$ cat config.mk
export PLATFORM = sky130hd
export DESIGN_NAME = controle_teclado
export DESIGN_NICKNAME = d
export VERILOG_FILES = /design/src/rtl/controle_teclado.sv
export SDC_FILE = /design/constraint.sdc
export NUM_CORES = 1
export LEC_CHECK = 0
export CAP_MARGIN = 10
export CORE_ASPECT_RATIO = 0.9
export CORE_MARGIN = 2
export CORE_UTILIZATION = 50
export CTS_CLUSTER_SIZE = 24
export DETAILED_ROUTE_END_ITERATION = 10
export PLACE_DENSITY_LB_ADDON = 0.1
export RECOVER_POWER = 100
export SKIP_LAST_GASP = 1
export SYNTH_ARGS = -nofsm -noshare
export SYNTH_HDL_FRONTEND = slang
export SYNTH_SLANG_ARGS = --single-unit
$ cat constraint.sdc
create_clock -name clk -period 2.45 [get_ports clk]
set_input_delay 0.3675 -clock clk [delete_from_list [all_inputs] [get_ports clk]]
set_output_delay 0.3675 -clock clk [all_outputs]
set_load 0.05 [all_outputs]
$ cat src/rtl/controle_teclado.sv
// controle_teclado: keypad entry controller for an MM:SS timer.
//   Debounces a 10-line active-high keypad, strobes an external priority
//   encoder for one cycle and shifts the returned BCD digit into a
//   four-digit MM:SS register (entered right to left).
// Parameters:
//   DEBOUNCE      consecutive stable cycles before a key is accepted (1..15)
// Configuration macro:
//   CONTROLE_TECLADO_VALIDA_SEGUNDOS_EN  when defined, a capture that would
//                 make seg_dez exceed 5 is rejected with an erro pulse.
// Ports:
//   clk, resetn   clock, synchronous active-low reset
//   teclado[9:0]  raw key lines, bit k = digit k
//   BCD[3:0]      digit from the external encoder
//   limpar        synchronous clear of the entered value
//   travar        entry lock (timer running)
//   enablen_cod   encoder enable, active-low, low only in the capture cycle
//   min_dez, min_uni, seg_dez, seg_uni  entered digits
//   novo_digito   one-cycle pulse when a digit is stored
//   erro          one-cycle pulse when a capture is rejected
module controle_teclado #(
    parameter int unsigned DEBOUNCE = 4
) (
    input  logic       clk,
    input  logic       resetn,
    input  logic [9:0] teclado,
    input  logic [3:0] BCD,
    input  logic       limpar,
    input  logic       travar,
    output logic       enablen_cod,
    output logic [3:0] min_dez,
    output logic [3:0] min_uni,
    output logic [3:0] seg_dez,
    output logic [3:0] seg_uni,
    output logic       novo_digito,
    output logic       erro
);

    localparam int unsigned DEB_W   = 5;
    localparam int unsigned TEC_W   = 10;
    localparam int unsigned NDIG_W  = 3;
    localparam logic [DEB_W-1:0]  DEB_LIM = DEB_W'(DEBOUNCE);
    localparam logic [NDIG_W-1:0] MAX_DIG = NDIG_W'(4);
    localparam bit CAPTURA_DIRETA = (DEBOUNCE <= 1);

    typedef enum logic [1:0] {
        OCIOSO,
        ESTAVEL,
        CAPTURA,
        ESPERA_SOLTA
    } estado_t;

    estado_t            estado;
    logic [TEC_W-1:0]   padrao;
    logic [3:0]         cont_deb;
    logic [NDIG_W-1:0]  cont_dig;
    logic               liberado;

    logic               solto;
    logic               valido;
    logic               rejeita_seg;
    logic [DEB_W-1:0]   cont_deb_prox;

    // Key decode: exactly one line high is a valid key
    assign solto         = (teclado == '0);
    assign valido        = !solto && ((teclado & (teclado - TEC_W'(1))) == '0);
    assign cont_deb_prox = {1'b0, cont_deb} + DEB_W'(1);

`ifdef CONTROLE_TECLADO_VALIDA_SEGUNDOS_EN
    // Shifting seg_uni into seg_dez must keep tens of seconds within 0..5
    assign rejeita_seg = (cont_dig >= NDIG_W'(1)) && (seg_uni > 4'd5);
`else
    assign rejeita_seg = 1'b0;
`endif

    // Entry FSM with registered outputs
    always_ff @(posedge clk) begin
        if (!resetn) begin
            estado      <= OCIOSO;
            padrao      <= '0;
            cont_deb    <= '0;
            cont_dig    <= '0;
            liberado    <= 1'b0;
            enablen_cod <= 1'b1;
            novo_digito <= 1'b0;
            erro        <= 1'b0;
            min_dez     <= '0;
            min_uni     <= '0;
            seg_dez     <= '0;
            seg_uni     <= '0;
        end else begin
            novo_digito <= 1'b0;
            erro        <= 1'b0;
            enablen_cod <= 1'b1;

            // A key held through reset must be released before it can count
            if (solto) begin
                liberado <= 1'b1;
            end

            if (limpar) begin
                min_dez  <= '0;
                min_uni  <= '0;
                seg_dez  <= '0;
                seg_uni  <= '0;
                cont_dig <= '0;
                cont_deb <= '0;
                estado   <= solto ? OCIOSO : ESPERA_SOLTA;
            end else begin
                case (estado)
                    OCIOSO: begin
                        if (!solto) begin
                            if (valido && !travar && liberado) begin
                                padrao   <= teclado;
                                cont_deb <= 4'd1;
                                if (CAPTURA_DIRETA) begin
                                    estado      <= CAPTURA;
                                    enablen_cod <= 1'b0;
                                end else begin
                                    estado <= ESTAVEL;
                                end
                            end else begin
                                estado <= ESPERA_SOLTA;
                            end
                        end
                    end
                    ESTAVEL: begin
                        if (travar) begin
                            estado <= ESPERA_SOLTA;
                        end else if (teclado != padrao) begin
                            estado <= OCIOSO;
                        end else if (cont_deb_prox >= DEB_LIM) begin
                            estado      <= CAPTURA;
                            enablen_cod <= 1'b0;
                        end else begin
                            cont_deb <= cont_deb_prox[3:0];
                        end
                    end
                    CAPTURA: begin
                        estado <= ESPERA_SOLTA;
                        if ((cont_dig == MAX_DIG) || rejeita_seg) begin
                            erro <= 1'b1;
                        end else begin
                            min_dez     <= min_uni;
                            min_uni     <= seg_dez;
                            seg_dez     <= seg_uni;
                            seg_uni     <= BCD;
                            cont_dig    <= cont_dig + NDIG_W'(1);
                            novo_digito <= 1'b1;
                        end
                    end
                    ESPERA_SOLTA: begin
                        if (solto) begin
                            estado <= OCIOSO;
                        end
                    end
                    default: begin
                        estado <= OCIOSO;
                    end
                endcase
            end
        end
    end

endmodule

* Word-level counts from Yosys, hierarchy flattened
Index checks and enable logic that the tools add are counted.
** Operators by class
- Reductions and logical operators :: 16
- Muxes and demuxes :: 18
- $lt $le $gt $ge :: 1
- Equal/unequal tests :: 13
- Bitwise logic cells :: 7
- Add/sub/neg operators :: 3
** Operators by type and width (number)
- $logic_not 10->1 :: 2
- $mux 4 :: 5
- $mux 2 :: 8
- $and 10x10->10 :: 1
- $ne 10x10->1 :: 1
- $ne 2x2->1 const B :: 5
- $sub 10x1->10 const B :: 1
- $pmux 2 s4 :: 1
- $pmux 4 s2 :: 1
- $ne 3x3->1 const B :: 2
- $not 1->1 :: 6
- $reduce_and 6->1 :: 1
- $add 4x1->5 const B :: 1
- $ge 5x3->1 const B :: 1
- $ne 5x5->1 const B :: 1
- $reduce_or 5->1 :: 1
- $eq 2x2->1 const B :: 2
- $reduce_and 4->1 :: 1
- $add 3x1->3 const B :: 1
- $eq 3x3->1 const B :: 1
- $logic_and 1x1->1 :: 3
- $mux 1 :: 3
- $reduce_and 3->1 :: 1
- $reduce_or 3->1 :: 1
- other kinds (6) :: 7
** Word-level totals
- Logic and storage cells :: 70
- Register bits :: 39

* Longest topological paths before layout
- Depth after elaboration :: 10
- Gate-level depth with buffers :: 8
- Depth with buffers taken out :: 7

* Least setup slack after synthesis
Ideal clock, no wire load.
- Path type :: input to register
- Start point :: in teclado[0]
- End point :: reg padrao[0]
- Required time :: 2334 ps
- Buffers on the path :: 1
- Data arrival time :: 1861 ps
- Stages :: 7
- Path slack :: 473 ps
- Path through :: or4_4 > o21ai_1 > nor4bb_2 > o211a_1 > buf_6 > mux2i_1 > nor2b_1
** Between the ends
- Longest elaborated chain between the ends :: 7
- Elaborated cells between the ends (all ways) :: 10
- Those cells by class :: add/sub (1); bitwise (2); reduce/logical (7)
** RTL lines
- from (decl) :: line 25 : input logic [9:0] teclado,
- $sub 10x1->10 :: line 65 : assign valido = !solto && ((teclado & (teclado - TEC_W'(1))) == '0);
- $and 10x10->10 :: line 65
- $logic_not 10->1 :: line 65
- $logic_and 1x1->1 :: line 65
- $logic_and 1x1->1 (2 in a row) :: line 112 : if (valido && !travar && liberado) begin
- $reduce_and 4->1 (no line)
- to (signal assigned) :: line 113 : padrao <= teclado;
- to (decl) :: line 53 : logic [TEC_W-1:0] padrao;
Parallel ways exist; a longest one is shown, timed or not.
A chain may end at the register's enable or synchronous reset.

* Worst setup path in the final report
- Start point :: in teclado[1]
- End point :: reg cont_deb[0]
** Between the ends
- Longest elaborated chain between the ends :: 8
- Elaborated cells between the ends (all ways) :: 13
- Those cells by class :: add/sub (1); eq/ne (4); bitwise (1); reduce/logical (7)
** RTL lines
- $sub 10x1->10 :: line 65
- $and 10x10->10 :: line 65
- $logic_not 10->1 :: line 65
- $logic_and 1x1->1 :: line 65
- $logic_and 1x1->1 (2 in a row) :: line 112
- $ne 2x2->1 (no line)
- $reduce_and 6->1 (no line) (*)
- to (signal assigned) :: line 135 : cont_deb <= cont_deb_prox[3:0];
- to (decl) :: line 54 : logic [3:0] cont_deb;
Every way passes the cells marked *; elsewhere a longest branch is shown, timed or not.

==> out/results.tsv <==
stage	metric	value	unit
run_status	status	completed	
timing	rsz0062_at_grt	false	
clock_tree	cts_max_level	2	
timing	hold_slack	454	ps
global_routing	grt_pass1_vias	1438	
clock_tree	cts_tree	yes	
timing	finalCriticalPeriod	2310	ps
global_routing	antenna_found_initial	0	
layout	syn_to_final_growth	33.7	%
synthesis	synthMuxAreaShare	0.0551	
timing	fmax	0.433	GHz
synthesis	synthSimpleGateAreaFrac	0.251	
setup_path	arrival	2520	ps
pwr	power_density	576	nW/µm²
clock_tree	path_clk_slew	70	ps
timing	relSlewSlack	0.478	
setup_path	path_max_fanout	4	
timing	setup_viol_count_final	0	
clock_tree	clock_sinks	39	
pwr	vdd_drop_max	445	µV
synthesis	ys_async_sr_fraction	0	
synthesis	synth_flop_cell	dfxtp_1	
synthesis	syn-num-nets	229	
floorplanning	io_pins	37	
placement	pre_cts_slack	-192	ps
synthesis	synth_edf_count	0	
clock_tree	cts_root_buffer	clkbuf_8	
global_routing	grt_util_all_layers	0.196	
pwr	p_leak	0.900	nW
placement	dp_hpwl	2750	µm
synthesis	ys_warn_count	0	
synthesis	synth_top_family_by_area	simple AND/OR/NAND/NOR gates	
placement	gp_congestion	0.889	
setup_path	startpoint_type	input pin	
timing	layout_setup_ws	139	ps
timing	timing.final.crit_share	0.943	
timing	worst_slew_pin_slew	783	ps
setup_path	path_class	in -> reg	
hold_path	min_from	min_dez[1]	
timing	fin_skew	5.11	ps
route	wirelength	3720	µm
synthesis	synth_cells	207	
setup_path	cp-end-kind	flop	
global_routing	grt_pass1_wl	6060	µm
synthesis	synthesis.area	1820	µm²
route	drc_errors	0	
synthesis	synth_xor_area_frac	0.0579	
timing	hold_viol_final	0	
flow_run	max-cap-violations	0	
global_routing	grt_max_degree	26	
floorplanning	dieArea	4130	µm²
floorplanning	rows	20	
route	via_per_inst	5.24	
route	drtAntennaViolNets	0	
placement	io_buffers	36	
clock_tree	numCtsBuffers	5	
setup_path	r2r_start	estado[0]	
setup_path	critPathLaunch	teclado[1]	
synthesis	synth.distinct_cells	40	
timing	finalMaxSlewViolations	0	
layout	fillers	251	
synthesis	ys_seq_elements	39	
synthesis	synthAdderAreaFrac	0.0275	
floorplanning	die_h	61.2	µm
route	drt-wirelength-per-cell	12.4	µm
clock_tree	clock_path_buffers	2	
floorplanning	start_util	0.530	
floorplanning	fp.coreArea	3430	µm²
clock_tree	insertion_delay	290	ps
route	drt-initial-drc-count	124	
clock_tree	postCtsHoldBufs	0	
hold_path	hold_path.class	reg -> reg	
layout	nNetsFinal	277	
layout	diodes	0	
synthesis	synth_seq_area_share	0.430	
synthesis	synth-compound-area-share	0.147	
layout	drive_above_1_share	0.113	
global_routing	grt-ovfl-total	0	
synthesis	syn_avg_cell_area	8.78	µm²
setup_path	cp.required	2660	ps
route	drtPass1Iterations	5	
floorplanning	die_w	67.5	µm
route	vias	1573	
[synth_stat cells (all sizes together), types with 2 or more instances]
cell     n  area (µm²)
a211oi   2        15.0
a21boi   2        18.8
a21oi   21         105
clkbuf   8        30.0
dfxtp   39         781
ha       4        50.1
inv      4        15.0
mux2i   10         100
nand2   42         158
nand2b   3        18.8
nand3    2        10.0
nand4    3        18.8
nor2     7        26.3
nor2b   11        68.8
nor3     6        40.0
nor3b    5        37.5
nor4b    2        17.5
o211a    2        20.0
o21a     5        38.8
o21ai    2        10.0
xnor2   11        96.3
[through the flow]
| stage | TNS, ps | util | total power [mW] | area [µm²] | instances |
|---|---|---|---|---|---|
| floorplan | 0 | - | 0.726 | 1820 | 207 |
| global placement | -455 | 0.670 | 0.789 | 2300 | 292 |
| detailed placement | -2240 | 0.670 | 0.793 | 2300 | 292 |
| CTS | 0 | 0.708 | 1.42 | 2430 | 300 |
| global route | 0 | 0.709 | 1.45 | 2430 | 300 |
| finish | 0 | 0.709 | 1.40 | 2430 | 300 |
[what timing repair did]
item,4_1_cts,5_1_grt
hold endpoints to repair,0,0
setup buffers,0,0
endpoints found under the setup margin,0,7
gates resized for setup,0,1
[layout make-up]
type / instances / area, µm² / share of cell area
multi-input cells: 155 / 985 / 0.405
inverters: 4 / 15.0 / 0.00618
flip-flops and latches: 39 / 781 / 0.321
clock buffers: 6 / 72.6 / 0.0299
clock inverters: 2 / 60.1 / 0.0247
repair buffers: 50 / 462 / 0.190
well taps: 44 / 55.1 / 0.0227
[power breakdown]
| group | internal, mW | switching, mW |
|---|---|---|
| Sequential | 0.639 | 0.00554 |
| Combinational | 0.0625 | 0.0693 |
| Clock | 0.407 | 0.217 |
[cells in the final DEF (no fill, tap or decap), drive strengths merged, types with 4 or more instances in the layout]
master,instances
a21oi,21
buf,12
clkbuf,8
clkdlybuf4s50,16
dfxtp,39
dlygate4sd3,20
ha,4
inv,4
mux2i,10
nand2,42
nor2,7
nor2b,11
nor3,6
nor3b,5
o21a,5
xnor2,11
[worst paths after layout]
path / slack, ps / depth (start not counted) / endpoint
setup reg to reg: 450 / 7 / padrao[2]
setup / recovery: 140 / 8 / cont_deb[0]
hold reg to reg: 450 / 2 / min_dez[1]
hold / removal: 450 / 2 / min_dez[1]
[worst max-delay path, cell delays in order]
cell,delay [ps]
clkdlybuf4s50_1,460
or4_4,570
o21ai_1,150
nor4bb_2,310
buf_4,180
o21ai_1,90
a21o_1,190
a211oi_1,200
[state kept, by name, indices dropped and copies added, names as in the netlist]
| signal | flops |
|---|---|
| padrao | 10 |
| cont_deb | 4 |
| min_dez | 4 |
| min_uni | 4 |
| seg_dez | 4 |
| seg_uni | 4 |
| cont_dig | 3 |
| estado | 2 |
| enablen_cod | 1 |
| erro | 1 |
| liberado | 1 |
| novo_digito | 1 |
[cell families (layout without fill, tap and decap cells)]
kind of cell	count (synthesis)	after routing
simple gates	87	87
compound gates	42	42
xor+xnor	12	12
mux	10	10
fa+ha+maj	4	4
flops	39	39
buf+inv	13	62
[layer usage]
layer / track usage / vias up / share of wire
li1: - / 810 / -
met1: 0.244 / 725 / 0.46
met2: 0.324 / 30 / 0.48
met3: 0.0512 / 8 / 0.043
met4: 0.0845 / 0 / 0.015
met5: 0 / - / 0
Note: power is estimated with default switching activity, not from simulation.
